[src/rtl/serial_adder_pkg.sv]
// Shared types and sizing helpers for the bit-serial adder.
package serial_adder_pkg;

  typedef enum logic [1:0] {
    IDLE  = 2'd0,
    SHIFT = 2'd1,
    DONE  = 2'd2
  } state_e;

  localparam int WIDTH_DEF = 8;
  localparam int CNT_W     = $clog2(WIDTH_DEF);

  // Counter width for an arbitrary operand width (WIDTH >= 2 keeps this >= 1).
  function automatic int cnt_width(input int width);
    return $clog2(width);
  endfunction

endpackage

[src/rtl/full_adder.sv]
// Single-bit full adder cell.
module full_adder (
  input  logic in_a,
  input  logic in_b,
  input  logic in_carry,
  output logic sum,
  output logic carry
);

  assign sum   = in_a ^ in_b ^ in_carry;
  assign carry = (in_a & in_b) | (in_carry & (in_a ^ in_b));

endmodule

[src/rtl/serial_adder_seq.sv]
// Bit-serial ripple adder: one full_adder cell, operands streamed LSB-first,
// carry held in a register between bits. Latency is WIDTH cycles.
module serial_adder_seq
  import serial_adder_pkg::*;
#(
  parameter int WIDTH = 8
) (
  input  logic             clk,
  input  logic             rst,
  input  logic             in_valid,
  output logic             in_ready,
  input  logic [WIDTH-1:0] in_a,
  input  logic [WIDTH-1:0] in_b,
  input  logic             in_carry,
  output logic             out_valid,
  input  logic             out_ready,
  output logic [WIDTH-1:0] sum,
  output logic             carry,
  output logic             busy
);

  localparam int               CW       = cnt_width(WIDTH);
  localparam logic [CW-1:0]    CNT_LAST = CW'(WIDTH - 1);

  state_e           state_q, state_d;
  logic [WIDTH-1:0] a_q, a_d;
  logic [WIDTH-1:0] b_q, b_d;
  logic [WIDTH-1:0] s_q, s_d;
  logic             c_q, c_d;
  logic [CW-1:0]    cnt_q, cnt_d;
  logic             fa_sum, fa_carry;

  full_adder u_fa (
    .in_a     (a_q[0]),
    .in_b     (b_q[0]),
    .in_carry (c_q),
    .sum      (fa_sum),
    .carry    (fa_carry)
  );

  // State and datapath registers; reset aborts any in-flight add.
  always_ff @(posedge clk or posedge rst) begin
    if (rst) begin
      state_q <= IDLE;
      a_q     <= '0;
      b_q     <= '0;
      s_q     <= '0;
      c_q     <= 1'b0;
      cnt_q   <= '0;
    end else begin
      state_q <= state_d;
      a_q     <= a_d;
      b_q     <= b_d;
      s_q     <= s_d;
      c_q     <= c_d;
      cnt_q   <= cnt_d;
    end
  end

  // Next-state: load on accept, shift one bit per cycle, hold result until taken.
  always_comb begin
    state_d = state_q;
    a_d     = a_q;
    b_d     = b_q;
    s_d     = s_q;
    c_d     = c_q;
    cnt_d   = cnt_q;
    unique case (state_q)
      IDLE: begin
        if (in_valid) begin
          a_d     = in_a;
          b_d     = in_b;
          c_d     = in_carry;
          s_d     = '0;
          cnt_d   = '0;
          state_d = SHIFT;
        end
      end
      SHIFT: begin
        a_d   = {1'b0, a_q[WIDTH-1:1]};
        b_d   = {1'b0, b_q[WIDTH-1:1]};
        s_d   = {fa_sum, s_q[WIDTH-1:1]};
        c_d   = fa_carry;
        cnt_d = cnt_q + CW'(1);
        if (cnt_q == CNT_LAST) state_d = DONE;
      end
      DONE: begin
        // A new in_valid here is not taken: in_ready is low until IDLE.
        if (out_ready) state_d = IDLE;
      end
      default: state_d = IDLE;
    endcase
  end

  // All outputs come straight from registers or the state decode.
  assign in_ready  = (state_q == IDLE);
  assign out_valid = (state_q == DONE);
  assign busy      = (state_q == SHIFT) || (state_q == DONE);
  assign sum       = s_q;
  assign carry     = c_q;

endmodule

[config.mk]
export PLATFORM = sky130hd
export DESIGN_NAME = serial_adder_seq
export DESIGN_NICKNAME = d
export VERILOG_FILES = /design/src/rtl/serial_adder_pkg.sv /design/src/rtl/full_adder.sv /design/src/rtl/serial_adder_seq.sv
export SDC_FILE = /design/constraint.sdc
export NUM_CORES = 1
export LEC_CHECK = 0
export ABC_CLOCK_PERIOD_IN_PS = 1900
export BUFFER_PORTS_ARGS = -buffer_cell sky130_fd_sc_hd__buf_2
export CELL_PAD_IN_SITES_DETAIL_PLACEMENT = 2
export CELL_PAD_IN_SITES_GLOBAL_PLACEMENT = 2
export CORE_ASPECT_RATIO = 0.6
export CORE_UTILIZATION = 36
export CTS_BUF_LIST = sky130_fd_sc_hd__clkbuf_8
export DETAILED_ROUTE_END_ITERATION = 6
export PLACE_DENSITY_LB_ADDON = 0.1
export SETUP_SLACK_MARGIN = 0.5
export SLEW_MARGIN = 40
export SYNTH_ARGS = -nofsm -noshare
export SYNTH_HDL_FRONTEND = slang
export SYNTH_SLANG_ARGS = --single-unit
[constraint.sdc]
create_clock -name clk -period 1.9 [get_ports clk]
set_clock_uncertainty 0.15 [all_clocks]
set_input_delay 0.285 -clock clk [delete_from_list [all_inputs] [get_ports clk]]
set_output_delay 0.285 -clock clk [all_outputs]
set_load 0.1 [all_outputs]
==> impl_results.md, run 1 <==
- Status: stopped before the end
- Stopping stage: global routing (5_1_grt)
- Tool Error: [ERROR DPL-0033] detailed placement checks failed during check placement.
- Worst End Pin Type: register input
- Die height: 51.19 um
- Port Buffer Count: 32
- Post-synth ARST share: 1.000
- Top_reg_cell synth: dfrtp_1
- Setup WS pre-CTS: 0.07845 ns
- Synthesized area: 1451 sq um
- Mean post-synth cell area: 11.70 sq um
- CTS Sinks: 30
- Initial antenna violation count: 0
- GPL Wtd Cong: 0.6802
- Grt repair worst endpoint: state_q[1]$_DFFE_PP0P_/D
- Site Rows: 17
- CTS max path bufs: 2
- Post-synth EDFFs: 0
- IO Count: 33
- Root Buffer: clkbuf_8
- Die width: 83.97 um
- Ys Warns: 0
- Post-Syn Nets: 152
- Largest net degree at the start of global routing: 17
- Starting Density: 0.3855
- H-tree lvl count: 2
- DP HPWL: 2.658 mm
- Yosys cell types: 19
- Flops & latches, synth: 30
- Post-placement cell count: 203
- CTS buffer count: 5
- Synth Instances: 124
- Sequential element share of the synthesized area: 0.5172
## cell families after synthesis
logic type | Yosys count | synth area share
and+or+nand+nor | 22 | 0.06897
muxes | 18 | 0.1293
DFF | 30 | 0.5172
AOI/OAI and AO/OA | 31 | 0.1491
buffers and inverters | 16 | 0.06982
adders and majority gates | 7 | 0.06552
## cell usage after synthesis, types with 2 or more instances
master / instances / share of area
a22o_1: 10 / 0.060
a31oi_1: 2 / 0.0086
buf_4: 3 / 0.016
buf_6: 4 / 0.031
dfrtp_1: 30 / 0.52
ha_1: 6 / 0.052
inv_1: 9 / 0.023
mux2_2: 3 / 0.023
mux2i_1: 14 / 0.097
nand2_1: 18 / 0.047
o21ai_0: 14 / 0.048
o21ai_1: 4 / 0.014
## stage by stage
stage / utilization / instance area [sq um]
CTS: 0.5779 / 2176
floorplan: - / 1490
detailed placement: 0.4610 / 1735
global placement: 0.4610 / 1735
## timing repair
item                                    CTS
endpoints found under the setup margin   42
gates resized for setup                  53
pin swaps                                 6
buffers inserted                         15
hold endpoints to repair                  7
cloned                                    4
hold buffers                              1
==> inputs of run 2 (changes only) <==
CELL_PAD_IN_SITES_DETAIL_PLACEMENT = unset   (was 2)
CELL_PAD_IN_SITES_GLOBAL_PLACEMENT = unset   (was 2)
CORE_ASPECT_RATIO = unset   (was 0.6)
CORE_UTILIZATION = 40   (was 36)
CTS_BUF_LIST = unset   (was sky130_fd_sc_hd__clkbuf_8)
PLACE_DENSITY_LB_ADDON = 0.15   (was 0.1)
SETUP_SLACK_MARGIN = unset   (was 0.5)
==> run 2 against run 1 <==
  * The run now ends clean
  * Area after synthesis did not move
  * Synthesized cell count did not move
==> impl_results.md, run 2 <==
- Status: completed (was stopped before the end)
- Root Buffer: clkbuf_4 (was clkbuf_8)
- GPL Wtd Cong: 0.7292 (was 0.6802)
- Worst-Margin Slew: 0.4928 ns
- Total GRT Usage: 0.1577
- Die height: 62.24 um (was 51.19 um)
- Met3 WL post-DR: 203 um
- Clk slew on worst S/H paths: 0.09 ns
- Final nets: 188
- Dpl cell area: 1692 sq um (was 1735 sq um)
- Antenna viol nets, final: 0
- Die area: 3873 sq um
- Top_reg_cell synth: dfrtp_1 (unchanged)
- Initial antenna violation count: 0
- Vias: 1,035
- Reg2Reg Depth: 5
- Critical path's slowest cell: dfrtp_1
- Final Slew Violations: 0
- Worst Setup End Kind: output pin
- Critical path fanouts, max: 4
- IO Count: 33 (unchanged)
- DP HPWL: 1.751 mm (was 2.658 mm)
- Multi-input logic area: 623.1 sq um
- CTS Sinks: 30 (unchanged)
- Synth area leaders: dfrtp_1 52%, mux2i_1 9.7%, a22o_1 6.0% (unchanged)
- WL/cell: 12.07 um
- Core box area: ~3400 sq um
- Synth Instances: 124 (unchanged)
- Post-Route M1 WL: 1.112 mm
- Post-layout instance area: 1790 sq um
- Hold depth: 3
- Crit path depth: 3
- Fill cell count: around 340
- Grt ovf: 0
- P&R area growth vs syn: 23.36%
- Seq. cell area: 752.0 sq um
- Most frequent cells in the layout: 29 x dfrtp_1, 29 x buf_2, 18 x nand2_1
- WS Path Type: register to output pin
- Met2 WL: between 1 and 1.5 mm
- FMAX: 565.4 MHz
- FF-to-FF setup slack: ~0.14 ns
- CTS max path bufs: 2 (unchanged)
- Critical Path AT: 1.33 ns
- Postcts setup bufs: 0 (was 15)
- Largest net degree at the start of global routing: 42
- Max-cap violations: 0
- Worst Hold Class: primary input to register
- Site Rows: 21 (was 17)
- Initial DRT Pass Iterations: 4
- Startpoint type of the worst setup path: register
- Ant diodes: 0
- Slowest stage delay, CP: between 0.4 and 0.5 ns
- RSZ-0062 raised after global routing: no
- Synthesized area: 1451 sq um (unchanged)
- Crit path time final: 1.769 ns
- Mean post-synth cell area: 11.70 sq um (unchanged)
- Worst-Skew Late Latency: 0.32 ns
- Vias in the first global route: 1,040
- CTS buffer count: 5 (unchanged)
- Post-synth top area cell: dfrtp_1 (unchanged)
- Initial DRC count: 37
- Fin crit share: 0.9309
- Flops & latches, synth: 30 (unchanged)
- First-pass GRT wire length: roughly 4.7 mm
- Critical-path cell list: inv_1 -> ha_2 -> buf_12
- Delay-heaviest family, CP: flip-flops
- H-tree lvl count: 2 (unchanged)
- Setup violations, final: 0
- CP Data Required Time: 1.46 ns
- Drt drc: 0
- Vias per cell: 5.000
- Routed WL: 2.499 mm
- Yosys cell types: 19 (unchanged)
- TritonCTS clock tree: built
- Synth top area share: 0.5172 (unchanged)
- Post-Syn Nets: 152 (unchanged)
- Starting Density: 0.4249 (was 0.3855)
- Sequential element share of the synthesized area: 0.5172 (unchanged)
- Post-synth EDFFs: 0 (unchanged)
- Share of cells above drive strength 1: 0.3292
- Worst slew margin: 0.6737
- Final Hold Fails: 0
- Port Buffer Count: 32 (unchanged)
- Post-synth ARST share: 1.000 (unchanged)
- Bufs and invs on worst path: 2
- Setup TNS: 0 ns
- Ys Warns: 0 (unchanged)
- Synth cell count leaders: 30 x dfrtp_1, 18 x nand2_1, 14 x mux2i_1, 14 x o21ai_0, 10 x a22o_1 (unchanged)
- Count leader, synth: dfrtp_1 (unchanged)
- Highest metal used: met4
- Die width: 62.24 um (was 83.97 um)
==> run 2: worst register-to-register path, stage by stage, from the launching register on <==
cell      delay [ns]
dfrtp_1         0.41
inv_1           0.11
ha_4            0.22
and2b_4         0.20
a221oi_4        0.21
mux2_2          0.36
==> run 2: per-layer routing <==
layer | GRT usage | vias to the layer above
met3 | 0.06618 | 5
li1 | - | 504
met4 | 0.06977 | 0
met2 | 0.2431 | 31
met1 | 0.1924 | 495
met5 | 0 | -
==> run 2: cell families (layout without fill, tap and decap cells) <==
kind of cell               after synthesis  after routing  share of synthesized area
and+or+nand+nor                         22             22                    0.06897
muxes                                   18             18                     0.1293
buffers and inverters                   16             53                    0.06982
DFF                                     30             30                     0.5172
AOI/OAI and AO/OA                       31             31                     0.1491
adders and majority gates                7              7                    0.06552
==> run 2: path summary, 6_finish.rpt <==
path                                 start          to
min in group asynchronous              rst    cnt_q[0]
worst max register to register  state_q[0]  state_q[0]
worst max-delay path            state_q[0]   out_valid
worst min register to register      a_q[6]      a_q[6]
max in group asynchronous              rst       carry
worst min-delay path               in_b[4]      b_q[4]
==> run 2: what timing repair did <==
action	4_1_cts	5_1_grt
pin swaps	0	0
resized for setup	1	2
setup endpoints to repair	1	10
endpoints found under the hold margin	30	0
hold buffers	1	0
==> run 2: per-stage QoR <==
stage	hold WS (ns)	util	cells	worst slack (ns)
3_5_place_dp	0.2291	0.4952	198	0.1149
4_1_cts	0.07678	0.5220	207	0.06120
5_1_grt	0.09259	0.5242	207	0.02238
6_report	0.09032	0.5242	207	0.1313
2_1_floorplan	0.2257	-	124	0.07903
3_3_place_gp	0.2242	0.4952	198	0.1745
==> run 2: final cells by class <==
class                      instances  area share
tap                               46     0.03215
timing repair buffer              36      0.1370
clock buffer                       8     0.04403
sequential                        30      0.4200
inverter                           9     0.01887
multi-input combinational         78      0.3480
Power of run 2 is not shown: default switching activity piles up to over one toggle a cycle in this logic, so the estimate is an artifact.
